--- src/rtl/fetch_decode_ctrl_pkg.sv ---
`default_nettype none
// ============================================================================
//  Module      : cpu_pkg
//  Description : Shared definitions for the fetch/decode/execute controller:
//                opcode values, FSM state encoding and instruction field
//                positions.
//  Revision    : 1.0 - initial release
// ============================================================================
package cpu_pkg;

    // Instruction word layout: opcode in [7:5], operand in [4:0]
    localparam int INSTR_W = 8;
    localparam int OPC_MSB = 7;
    localparam int OPC_LSB = 5;
    localparam int OPR_MSB = 4;

    localparam logic [2:0] OP_ADD = 3'b000;
    localparam logic [2:0] OP_SUB = 3'b001;
    localparam logic [2:0] OP_AND = 3'b010;
    localparam logic [2:0] OP_OR  = 3'b011;
    localparam logic [2:0] OP_NOT = 3'b100;
    localparam logic [2:0] OP_XOR = 3'b101;
    localparam logic [2:0] OP_NOP = 3'b110;
    localparam logic [2:0] OP_JMP = 3'b111;

    // Code 3 is never entered on purpose; it exists so that a corrupted
    // state register has a name and recovers to FETCH.
    typedef enum logic [1:0] {
        ST_FETCH   = 2'd0,
        ST_DECODE  = 2'd1,
        ST_EXECUTE = 2'd2,
        ST_ILLEGAL = 2'd3
    } state_t;

    // Extract the opcode field from an instruction word
    function automatic logic [2:0] opcode_of(input logic [INSTR_W-1:0] instr);
        return instr[OPC_MSB:OPC_LSB];
    endfunction

endpackage
`default_nettype wire

--- src/rtl/fetch_decode_ctrl_if.sv ---
`default_nettype none
// ============================================================================
//  Module      : fetch_decode_ctrl_if
//  Description : Bus bundle between the controller and its ROM / data memory,
//                plus the observable accumulator and debug outputs.
//                master : controller side (drives addresses, acc, status)
//                slave  : memory / environment side (drives read data)
//  Revision    : 1.0 - initial release
// ============================================================================
interface fetch_decode_ctrl_if #(
    parameter int PC_W   = 4,
    parameter int DATA_W = 8,
    parameter int OPR_W  = 5
);
    import cpu_pkg::*;

    logic [PC_W-1:0]    rom_addr;
    logic [INSTR_W-1:0] rom_data;
    logic [OPR_W-1:0]   mem_addr;
    logic [DATA_W-1:0]  mem_data;
    logic [DATA_W-1:0]  acc;
    logic               zero;
    state_t             state;
    logic               instr_done;

    modport master (
        output rom_addr, mem_addr, acc, zero, state, instr_done,
        input  rom_data, mem_data
    );

    modport slave (
        input  rom_addr, mem_addr, acc, zero, state, instr_done,
        output rom_data, mem_data
    );

endinterface
`default_nettype wire

--- src/rtl/fetch_decode_ctrl_acc_alu.sv ---
`default_nettype none
// ============================================================================
//  Module      : acc_alu
//  Description : Combinational accumulator ALU, result = f(op, acc, operand).
//                Ports: i_op (opcode), i_acc, i_operand -> o_result.
//                Arithmetic wraps modulo 2**DATA_W.
//  Revision    : 1.0 - initial release
// ============================================================================
module acc_alu
    import cpu_pkg::*;
#(
    parameter int DATA_W = 8
) (
    input  wire logic [2:0]        i_op,
    input  wire logic [DATA_W-1:0] i_acc,
    input  wire logic [DATA_W-1:0] i_operand,
    output logic      [DATA_W-1:0] o_result
);

    always_comb begin
        o_result = i_acc;
        case (i_op)
            OP_ADD:  o_result = i_acc + i_operand;
            OP_SUB:  o_result = i_acc - i_operand;
            OP_AND:  o_result = i_acc & i_operand;
            OP_OR:   o_result = i_acc | i_operand;
            OP_NOT:  o_result = ~i_acc;
            OP_XOR:  o_result = i_acc ^ i_operand;
            // NOP/JMP retire in DECODE and never reach the ALU result path
            default: o_result = i_acc;
        endcase
    end

endmodule
`default_nettype wire

--- src/rtl/fetch_decode_ctrl.sv ---
`default_nettype none
// ============================================================================
//  Module      : fetch_decode_ctrl
//  Description : Non-pipelined fetch/decode/execute controller. Owns pc and
//                ir, runs an 8-bit accumulator.
//                clk, rst : clock, synchronous active-high reset
//                bus      : rom_addr/rom_data, mem_addr/mem_data, acc, zero,
//                           state (debug), instr_done (retire pulse)
//  Revision    : 1.0 - initial release
// ============================================================================
module fetch_decode_ctrl
    import cpu_pkg::*;
#(
    parameter int PC_W   = 4,
    parameter int DATA_W = 8,
    parameter int OPR_W  = 5
) (
    input  wire logic          clk,
    input  wire logic          rst,
    fetch_decode_ctrl_if.master bus
);

    logic [PC_W-1:0]    r_pc;
    logic [INSTR_W-1:0] r_ir;
    logic [DATA_W-1:0]  r_acc;
    logic               r_zero;
    state_t             r_state;
    logic               r_instr_done;

    logic [2:0]         w_op;
    logic [DATA_W-1:0]  w_alu_result;

    assign w_op = opcode_of(r_ir);

    // Addresses come straight from registers: no input-to-output paths
    assign bus.rom_addr   = r_pc;
    assign bus.mem_addr   = r_ir[OPR_W-1:0];
    assign bus.acc        = r_acc;
    assign bus.zero       = r_zero;
    assign bus.state      = r_state;
    assign bus.instr_done = r_instr_done;

    acc_alu #(
        .DATA_W    (DATA_W)
    ) u_acc_alu (
        .i_op      (w_op),
        .i_acc     (r_acc),
        .i_operand (bus.mem_data),
        .o_result  (w_alu_result)
    );

    // instr_done is registered with the retiring transition, so it is high
    // in the same cycle the new acc / pc becomes visible.
    always_ff @(posedge clk) begin
        if (rst) begin
            r_pc         <= '0;
            r_ir         <= '0;
            r_acc        <= '0;
            r_zero       <= 1'b1;
            r_state      <= ST_FETCH;
            r_instr_done <= 1'b0;
        end else begin
            r_instr_done <= 1'b0;
            case (r_state)
                ST_FETCH: begin
                    r_ir    <= bus.rom_data;
                    r_pc    <= r_pc + 1'b1;
                    r_state <= ST_DECODE;
                end
                ST_DECODE: begin
                    if (w_op == OP_JMP) begin
                        // Only the low PC_W operand bits address the ROM
                        r_pc         <= r_ir[PC_W-1:0];
                        r_instr_done <= 1'b1;
                        r_state      <= ST_FETCH;
                    end else if (w_op == OP_NOP) begin
                        r_instr_done <= 1'b1;
                        r_state      <= ST_FETCH;
                    end else begin
                        r_state <= ST_EXECUTE;
                    end
                end
                ST_EXECUTE: begin
                    r_acc        <= w_alu_result;
                    r_zero       <= (w_alu_result == '0);
                    r_instr_done <= 1'b1;
                    r_state      <= ST_FETCH;
                end
                default: begin
                    r_state <= ST_FETCH;
                end
            endcase
        end
    end

endmodule
`default_nettype wire

--- src/flat_wrapper.sv ---
// flat-port wrapper written by rule: the top's interface ports become plain ports
module fetch_decode_ctrl_flat import cpu_pkg::*;
#(
    parameter int PC_W   = 4,
    parameter int DATA_W = 8,
    parameter int OPR_W  = 5
)
  (clk, rst, bus_rom_addr, bus_mem_addr, bus_acc, bus_zero, bus_state, bus_instr_done, bus_rom_data, bus_mem_data);
  fetch_decode_ctrl_if #(.PC_W(PC_W), .DATA_W(DATA_W), .OPR_W(OPR_W)) bus_i ();
  input  wire logic clk;
  input  wire logic rst;
  output wire logic [$bits(bus_i.rom_addr)-1:0] bus_rom_addr;
  output wire logic [$bits(bus_i.mem_addr)-1:0] bus_mem_addr;
  output wire logic [$bits(bus_i.acc)-1:0] bus_acc;
  output wire logic [$bits(bus_i.zero)-1:0] bus_zero;
  output wire logic [$bits(bus_i.state)-1:0] bus_state;
  output wire logic [$bits(bus_i.instr_done)-1:0] bus_instr_done;
  input wire logic [$bits(bus_i.rom_data)-1:0] bus_rom_data;
  input wire logic [$bits(bus_i.mem_data)-1:0] bus_mem_data;
  assign bus_rom_addr = bus_i.rom_addr;
  assign bus_mem_addr = bus_i.mem_addr;
  assign bus_acc = bus_i.acc;
  assign bus_zero = bus_i.zero;
  assign bus_state = bus_i.state;
  assign bus_instr_done = bus_i.instr_done;
  assign bus_i.rom_data = bus_rom_data;
  assign bus_i.mem_data = bus_mem_data;
  fetch_decode_ctrl #(.PC_W(PC_W), .DATA_W(DATA_W), .OPR_W(OPR_W)) u_core (.clk(clk), .rst(rst), .bus(bus_i));
endmodule
--- config.mk ---
export PLATFORM = sky130hd
export DESIGN_NAME = fetch_decode_ctrl_flat
export DESIGN_NICKNAME = d
export VERILOG_FILES = /design/src/rtl/fetch_decode_ctrl_pkg.sv /design/src/rtl/fetch_decode_ctrl_if.sv /design/src/rtl/fetch_decode_ctrl_acc_alu.sv /design/src/rtl/fetch_decode_ctrl.sv /design/src/flat_wrapper.sv
export SDC_FILE = /design/constraint.sdc
export NUM_CORES = 1
export LEC_CHECK = 0
export ABC_AREA = 0
export BUFFER_PORTS_ARGS = -buffer_cell sky130_fd_sc_hd__buf_2
export CAP_MARGIN = 20
export CORE_MARGIN = 2
export CORE_UTILIZATION = 55
export CTS_BUF_LIST = sky130_fd_sc_hd__clkbuf_4
export CTS_CLUSTER_SIZE = 12
export DETAILED_ROUTE_END_ITERATION = 16
export PLACE_DENSITY_LB_ADDON = 0.3
export SLEW_MARGIN = 20
export SYNTH_ARGS = -nofsm -noshare
export SYNTH_HDL_FRONTEND = slang
export SYNTH_HIERARCHICAL = 1
export SYNTH_SLANG_ARGS = --single-unit
--- constraint.sdc ---
create_clock -name clk -period 4.5 [get_ports clk]
set_input_delay 0.45 -clock clk [delete_from_list [all_inputs] [get_ports clk]]
set_output_delay 0.45 -clock clk [all_outputs]
set_load 0.02 [all_outputs]
==> results.tsv, run 1 <==
stage	metric	value	unit
setup_path	peak fanout along the critical path	7	
floorplan	Die Span Y	66.94	microns
placed_design	post-place instance area	0.002351	sq mm
floorplan	area enclosed by the die boundary	0.004480	sq mm
clock_network	number of buffers inserted during clock tree synthesis	3	
timing	achievable clock frequency	0.3075	GHz
logic_synthesis	number of different library cells in the post-synthesis netlist	50	
timing	Final period util	72.27	%
floorplan	Row Count	22	
power_and_ir_drop	maximum ir drop on the vdd rail	0.1313	mV
route	total wire length	4684	microns
finish	number of inserted filler cells in the final layout	360	
route	routed wire length per instance	14.07	microns
power_and_ir_drop	Leakage Power	1.090	nW
setup_path	critical path type	reg2reg	
logic_synthesis	register area share after synthesis	22.06	%
setup_path	Critical Path AT	3520	ps
clock_network	cts hold-fix bufs	0	
timing	slew at the pin closest to its max-slew limit	638.4	ps
timing	Setup Skew	4.756	ps
timing	max-slew violation total from the final report	0	
finish	final standard cell count with taps included and fillers excluded	333	
setup_path	sequence of cells on the critical path	nor3b_4 > mux2_2 > fa_1 > nor2b_1 > o21ai_1 > and2b_1 > xnor2_1 > mux4_2 > nor4_1 > a311o_1	
finish	antenna fix cells	0	
finish	final instance area	0.002377	sq mm
clock_network	clock transition at the registers of the reported paths	130	ps
route	drt initial violations	84	
clock_network	clock tree from TritonCTS	yes	
timing	RSZ-0062 raised after global routing	false	
min_path	class of the worst hold path	in2reg	
route	first-pass iteration count of the detailed router	6	
route	Via-to-Cell Ratio	5.763	
logic_synthesis	synthesized flop and latch total	24	
floorplan	starting density of the core	58.19	%
clock_network	buffers from clock root to sink, at most	2	
timing	Total Negative Setup Slacks	0	ps
floorplan	number of ports placed on the die boundary	39	
setup_path	slowest cell delay on critical path	470	ps
timing	normalized max-slew margin	57.44	%
global_route	number of antenna violations at the first check in global routing	0	
finish	ratio of cells with drive above 1 in the final layout	19.65	%
global_route	vias in the first global route	1734	
logic_synthesis	synthesized area per cell	8.476	sq um
setup_path	cell with the biggest individual delay on the critical path	sky130_fd_sc_hd__mux4_2	
route	final routed DRC violation total	0	
setup_path	critical path capture point type	flip-flop	
clock_network	clock latency on the worst-skew pair	310	ps
clock_network	number of levels the H-tree was split into	1	
flow_run	max cap viols	0	
placed_design	input/output buffers	38	
route	total vias in the final route	1919	
global_route	aggregate global-route resource usage	22.31	%
power_and_ir_drop	pwr/cell area	260.6	mW/mm^2
timing	Finish-stage setup viols	0	
clock_network	number of gates given a new drive strength after cts	0	
finish	layout net count	333	
floorplan	floorplan die width	66.94	microns
route	antenna viol nets, final	0	
timing	Final Hold Vio Count	0	
placed_design	routability congestion estimate from global placement	0.8209	
timing	minimum clock period after layout	3252	ps
clock_network	clock root buffer master	sky130_fd_sc_hd__clkbuf_4	
placed_design	Inst Count DP	329	
global_route	pin count of the biggest net entering global routing	28	
logic_synthesis	total nets after synthesis	304	
setup_path	startpoint type of the worst setup path	flip-flop	
logic_synthesis	post-synthesis instance area	0.002178	sq mm
floorplan	Core Region	0.003744	sq mm
timing	worst hold slack across all endpoints	361.2	ps
clock_network	# Post-CTS Setup Buffers	0	
outcome	run status	finished clean	
clock_network	clock sinks	24	
placed_design	HPWL after detailed placement	3547	microns
global_route	sum of overflow across all layers after global routing	0	
logic_synthesis	number of warnings printed during yosys synthesis	6	
setup_path	required time at the endpoint of the critical path	4770	ps
finish	layout overhead on the synthesized area	9.133	%
setup_path	reg-to-reg setup timing slack	1250	ps
global_route	first-pass GRT wire length	7803	microns
logic_synthesis	Gate Count Post-Synth	257	
## per-stage QoR
step / power (W) / setup slack [ps] / util (%)
final: 0.0006195 / 1248 / 63.50
after global routing: 0.0006662 / 1030 / 63.50
after CTS: 0.0006230 / 1310 / 63.50
after detailed placement: 0.0005239 / 1275 / 62.80
after global placement: 0.0005177 / 1391 / 62.80
after floorplan: 0.0004651 / 1499 / -
## registers in the layout (all words and copies together) (netlist names)
signal                 cells
u_core/bus.acc             8
u_core/bus.zero            1
u_core/r_ir                8
u_core/bus.rom_addr        4
u_core/bus.state           2
u_core/bus.instr_done      1
## final timing paths
kind	start	depth (start not counted)	to
worst max-delay path	u_core/r_ir[7]$_SDFFE_PP0P_	10	u_core/bus.zero$_SDFFE_PP1P_
worst max register to register	u_core/r_ir[7]$_SDFFE_PP0P_	10	u_core/bus.zero$_SDFFE_PP1P_
worst min-delay path	bus_rom_data[2]	3	u_core/r_ir[2]$_SDFFE_PP0P_
worst min register to register	u_core/r_ir[4]$_SDFFE_PP0P_	2	u_core/r_ir[4]$_SDFFE_PP0P_
## layout make-up
class	count	area, sq um	share of cell area, %
multi-input combinational	195	1519	63.89
timing repair buffer	41	212.7	8.947
sequential	24	480.5	20.21
inverter	21	78.83	3.316
clock inverter	1	3.754	0.1579
tap	48	60.06	2.526
clock buffer	3	22.52	0.9474
## where the power goes
group	internal (W)	total, W	switching [W]
Combinational	0.000121	0.000275	0.000154
Sequential	0.000228	0.000247	0.0000184
Clock	0.0000325	0.0000974	0.0000649
## critical path: cells and delay by family, from the launching register on
| kind | cells | cell delay (ps) |
|---|---|---|
| xor gates and xnor gates | 1 | 110 |
| DFF | 1 | 380 |
| and+or+nand+nor | 4 | 1070 |
| adders and majority gates | 1 | 430 |
| muxes | 2 | 900 |
| AOI/OAI and AO/OA | 2 | 320 |
## routing by layer
layer	vias to the layer above	routed length [microns]	part of all wire [%]	track usage, %
met5	-	0	0	0
met4	0	81	1.7	4.592
met3	10	316	6.7	3.716
met2	64	2138	46	38.13
met1	881	2147	46	29.42
li1	964	-	-	-
## logic make-up after synthesis
kind of cell	Yosys count	share of synthesized area [%]
flops	24	22.06
xor+xnor	10	4.366
fa+ha+maj	29	17.00
simple gates	78	18.84
compound gates	53	17.29
buf+inv	38	8.214
mux	25	12.23
## cell usage after synthesis (all sizes together)
| cell | instances | area (sq um) |
|---|---|---|
| a311o | 2 | 20.02 |
| nor3 | 2 | 10.01 |
| dfxtp | 24 | 480.5 |
| and3 | 1 | 6.260 |
| ha | 28 | 350.3 |
| a31oi | 8 | 56.30 |
| inv | 21 | 78.83 |
| nor3b | 5 | 48.80 |
| buf | 16 | 96.34 |
| nand2 | 13 | 48.80 |
| mux2 | 3 | 33.78 |
| a211oi | 1 | 7.510 |
| and4 | 1 | 8.760 |
| o32ai | 2 | 32.53 |
| o31a | 1 | 8.760 |
| nor2 | 30 | 112.6 |
| nand4 | 2 | 18.77 |
| o21bai | 1 | 7.510 |
| nor2b | 7 | 43.79 |
| a22o | 1 | 8.760 |
| xnor2 | 8 | 77.58 |
| nor4bb | 1 | 10.01 |
| nand2b | 4 | 25.02 |
| nand3b | 1 | 7.510 |
| a22oi | 3 | 22.52 |
| o21ai | 8 | 40.03 |
| mux2i | 21 | 210.2 |
| and2 | 2 | 15.02 |
| o221a | 1 | 11.26 |
| fa | 1 | 20.02 |
| a21oi | 14 | 70.07 |
| clkbuf | 1 | 3.750 |
| xor2 | 2 | 17.52 |
| mux4 | 1 | 22.52 |
| nor4 | 4 | 25.02 |
| a21o | 4 | 30.03 |
| a221oi | 1 | 8.760 |
| a32oi | 1 | 8.760 |
| o221ai | 4 | 35.03 |
| and2b | 2 | 15.01 |
| nand3 | 3 | 15.01 |
| a31o | 1 | 8.760 |
## cell usage in the layout, fill, tap and decap left out, drive strengths merged, types with 2 or more instances in the layout
| cell type | netlist | final |
|---|---|---|
| buf | 16 | 41 |
| nor2 | 30 | 30 |
| ha | 28 | 28 |
| dfxtp | 24 | 24 |
| inv | 21 | 21 |
| mux2i | 21 | 21 |
| a21oi | 14 | 14 |
| nand2 | 13 | 13 |
| a31oi | 8 | 8 |
| xnor2 | 8 | 8 |
| o21ai | 8 | 8 |
| nor2b | 7 | 7 |
| nor3b | 5 | 5 |
| nand2b | 4 | 4 |
| nor4 | 4 | 4 |
| a21o | 4 | 4 |
| o221ai | 4 | 4 |
| clkbuf | 1 | 3 |
| nand3 | 3 | 3 |
| a22oi | 3 | 3 |
| mux2 | 3 | 3 |
| o32ai | 2 | 2 |
| a311o | 2 | 2 |
| nor3 | 2 | 2 |
| and2b | 2 | 2 |
| xor2 | 2 | 2 |
| nand4 | 2 | 2 |
| and2 | 2 | 2 |
Power figures use the tool's default switching activity.
==> run 2, diff against run 1 <==
--- a/config.mk
+++ b/config.mk
@@ -5,7 +5,7 @@
 export SDC_FILE = /design/constraint.sdc
 export NUM_CORES = 1
 export LEC_CHECK = 0
-export ABC_AREA = 0
+export ABC_AREA = 1
 export BUFFER_PORTS_ARGS = -buffer_cell sky130_fd_sc_hd__buf_2
 export CAP_MARGIN = 20
 export CORE_MARGIN = 2
==> constraint.sdc (replaced) <==
create_clock -name clk -period 3.28 [get_ports clk]
set_input_delay 0.328 -clock clk [delete_from_list [all_inputs] [get_ports clk]]
set_output_delay 0.328 -clock clk [all_outputs]
set_load 0.02 [all_outputs]
==> run 2 against run 1 <==
Compared with the run above:
- register-to-register slack got worse by 610 ps
- first-iteration DRC count increased by 13%
- total power increased by 40%
- critical path type unchanged
==> results.tsv, run 2 <==
stage	metric	value	unit	change
timing	normalized max-slew margin	55.41	%	-2.0 points
setup_path	critical path type	reg2reg		
floorplan	Row Count	22		unchanged
finish	number of inserted filler cells in the final layout	348		-3.3%
power_and_ir_drop	Net Switching	0.0003640	W	+53%
global_route	aggregate global-route resource usage	23.53	%	+1.2 points
floorplan	Core Region	0.003661	sq mm	-2.2%
clock_network	clock root buffer master	sky130_fd_sc_hd__clkbuf_4		
timing	minimum clock period after layout	2644	ps	-608.3 ps
flow_run	max cap viols	0		unchanged
clock_network	clock latency on the worst-skew pair	300	ps	about the same
finish	antenna fix cells	0		unchanged
global_route	pin count of the biggest net entering global routing	19		-32%
logic_synthesis	Gate Count Post-Synth	319		+24%
logic_synthesis	synthesized flop and latch total	24		unchanged
global_route	Top Usage Layer GRT	met2		
clock_network	number of levels the H-tree was split into	1		unchanged
power_and_ir_drop	Clock Power Share	14.1	%	-1.6 points
route	total wire length	4772	microns	+1.9%
clock_network	# Post-CTS Setup Buffers	0		unchanged
placed_design	post-place instance area	0.002291	sq mm	-2.6%
floorplan	starting density of the core	57.18	%	-1.0 points
clock_network	clock transition at the registers of the reported paths	120	ps	about the same
global_route	number of antenna violations at the first check in global routing	0		unchanged
power_and_ir_drop	switching share of power	42.02	%	+3.7 points
logic_synthesis	post-synthesis instance area	0.002093	sq mm	-3.9%
finish	final instance area	0.002313	sq mm	-2.7%
setup_path	peak fanout along the critical path	8		+1
logic_synthesis	register area share after synthesis	22.95	%	+0.90 points
timing	slew at the pin closest to its max-slew limit	665.2	ps	+26.86 ps
setup_path	critical path capture point type	flip-flop		
logic_synthesis	number of warnings printed during yosys synthesis	6		unchanged
placed_design	input/output buffers	38		unchanged
power_and_ir_drop	Leakage Power	1.239	nW	+14%
logic_synthesis	EDFF count, synth	0		unchanged
power_and_ir_drop	part of the power in combinational logic	44.7	%	+0.2 points
placed_design	HPWL after detailed placement	3727	microns	+5.1%
setup_path	required time at the endpoint of the critical path	3530	ps	-1240 ps
logic_synthesis	Synth area leaders	sky130_fd_sc_hd__dfxtp_1, sky130_fd_sc_hd__ha_1, sky130_fd_sc_hd__nand2_1		
logic_synthesis	cell taking the most area after synthesis	sky130_fd_sc_hd__dfxtp_1		
timing	minimum setup slack in the final design	636.3	ps	-611.7 ps
route	first-pass iteration count of the detailed router	5		-1
logic_synthesis	share of synthesized flip-flops with an asynchronous set or reset	0	%	unchanged
floorplan	number of ports placed on the die boundary	39		unchanged
outcome	run status	finished clean		
route	antenna viol nets, final	0		unchanged
logic_synthesis	number of different library cells in the post-synthesis netlist	34		-32%
global_route	sum of overflow across all layers after global routing	0		unchanged
global_route	vias in the first global route	1883		+8.6%
power_and_ir_drop	maximum ir drop on the vdd rail	0.2598	mV	+98%
floorplan	Die Span Y	65.69	microns	-1.9%
finish	ratio of cells with drive above 1 in the final layout	15.63	%	-4.0 points
clock_network	cts hold-fix bufs	0		unchanged
setup_path	Critical Path AT	2900	ps	-620 ps
global_route	GR met3 Demand/Resource	1.884	%	-1.8 points
timing	Final period util	80.60	%	+8.3 points
timing	Setup Skew	3.947	ps	-0.8082 ps
power_and_ir_drop	pwr/cell area	374.4	mW/mm^2	+44%
finish	layout net count	401		+20%
floorplan	floorplan die width	65.69	microns	-1.9%
min_path	class of the worst hold path	in2reg		
power_and_ir_drop	Power Total	0.0008661	W	+40%
placed_design	routability congestion estimate from global placement	0.8616		+5.0%
logic_synthesis	top_reg_cell synth	sky130_fd_sc_hd__dfxtp_1		
logic_synthesis	area fraction of the dominant cell type after synthesis	22.95	%	+0.90 points
placed_design	worst slack at placement	621.4	ps	-653.3 ps
route	Via-to-Cell Ratio	5.248		-8.9%
floorplan	area enclosed by the die boundary	0.004315	sq mm	-3.7%
global_route	first-pass GRT wire length	8176	microns	+4.8%
logic_synthesis	most instantiated cells after synthesis	sky130_fd_sc_hd__nand2_1, sky130_fd_sc_hd__nor2_1, sky130_fd_sc_hd__inv_1		
timing	RSZ-0062 raised after global routing	false		
clock_network	number of buffers inserted during clock tree synthesis	3		unchanged
timing	achievable clock frequency	0.3783	GHz	+23%
power_and_ir_drop	internal power	0.0005022	W	+32%
clock_network	clock tree from TritonCTS	yes		
route	drt initial violations	95		+13%
finish	most frequent cells in the layout	sky130_fd_sc_hd__nand2_1, sky130_fd_sc_hd__nor2_1, sky130_fd_sc_hd__inv_1		
clock_network	number of gates given a new drive strength after cts	0		unchanged
clock_network	buffers from clock root to sink, at most	2		unchanged
setup_path	startpoint type of the worst setup path	flip-flop		
power_and_ir_drop	sequential share of power	41.2	%	+1.4 points
route	routed wire length per instance	11.93	microns	-15%
logic_synthesis	cell with the most instances after synthesis	sky130_fd_sc_hd__nand2_1		
global_route	met1 Track Usage GR	30.38	%	+0.96 points
logic_synthesis	synthesized area per cell	6.562	sq um	-23%
route	total vias in the final route	2099		+9.4%
timing	Final Hold Vio Count	0		unchanged
logic_synthesis	total nets after synthesis	366		+20%
min_path	number of instances on the worst hold path	3		unchanged
route	final routed DRC violation total	0		unchanged
clock_network	clock sinks	24		unchanged
finish	most common library cell in the layout ignoring fill and taps	sky130_fd_sc_hd__nand2_1		
timing	Total Negative Setup Slacks	0	ps	unchanged
timing	Finish-stage setup viols	0		unchanged
finish	layout overhead on the synthesized area	10.52	%	
timing	max-slew violation total from the final report	0		unchanged
setup_path	Register-to-Register Path Depth	13		+3
global_route	global routing met2 resource utilization	42.55	%	+4.4 points
[run 2: final cells by class]
type / instances / area (sq um) / area share, %
inverter: 50 / 192.7 / 8.329
clock buffer: 3 / 22.52 / 0.9735
sequential: 24 / 480.5 / 20.77
multi-input combinational: 237 / 1368 / 59.11
timing repair buffer: 38 / 190.2 / 8.221
tap: 48 / 60.06 / 2.596
[run 2: metrics by stage]
step	util (%)	cells	hold slack, ps
floorplan	-	319	390.4
global placement	62.58	397	463.2
detailed placement	62.58	397	458.6
CTS	63.19	400	229.5
global route	63.19	400	234.4
finish	63.19	400	237.9
[run 2: cells by family (layout without fill, tap and decap cells)]
kind of cell    count (synthesis)  in the layout  share of synthesized area (%)
compound gates                 57             57                          15.24
buf+inv                        58             91                          11.72
fa+ha+maj                      29             29                          17.69
simple gates                  145            145                          29.89
flops                          24             24                          22.95
xor+xnor                        6              6                          2.510
[run 2: metal layers]
metal  up-vias  routed length (microns)
met2        62                     2274
li1       1102                        -
met5         -                        0
met3         2                      253
met1       933                     2232
met4         0                       12
[run 2: power by group through the flow]
stage	Sequential, W	Combinational [W]	Clock (W)
finish	0.000357	0.000387	0.000122
global route	0.000364	0.000440	0.000138
CTS	0.000356	0.000385	0.000128
detailed placement	0.000363	0.000383	0
global placement	0.000362	0.000376	0
floorplan	0.000376	0.000275	0
[run 2: path summary, 6_finish.rpt]
kind,slack [ps],end,startpoint
max,640,u_core/bus.zero$_SDFFE_PP1P_,u_core/r_ir[5]$_SDFFE_PP0P_
min,240,u_core/r_ir[3]$_SDFFE_PP0P_,bus_rom_data[3]
max reg2reg,640,u_core/bus.zero$_SDFFE_PP1P_,u_core/r_ir[5]$_SDFFE_PP0P_
min reg2reg,480,u_core/r_ir[2]$_SDFFE_PP0P_,u_core/r_ir[2]$_SDFFE_PP0P_
[run 2: worst max-delay path: stages, from the launching register on]
cell and delay (ps):
sky130_fd_sc_hd__dfxtp_1 490, sky130_fd_sc_hd__nand3_2 210, sky130_fd_sc_hd__o21ai_0 370, sky130_fd_sc_hd__inv_1 80, sky130_fd_sc_hd__ha_1 280, sky130_fd_sc_hd__nand3b_1 100, sky130_fd_sc_hd__nand2_1 140, sky130_fd_sc_hd__a21oi_1 200
sky130_fd_sc_hd__nand2_1 70, sky130_fd_sc_hd__nand3_1 100, sky130_fd_sc_hd__nand3_1 110, sky130_fd_sc_hd__nor4_1 270, sky130_fd_sc_hd__nand3_1 100, sky130_fd_sc_hd__nand2_1 80
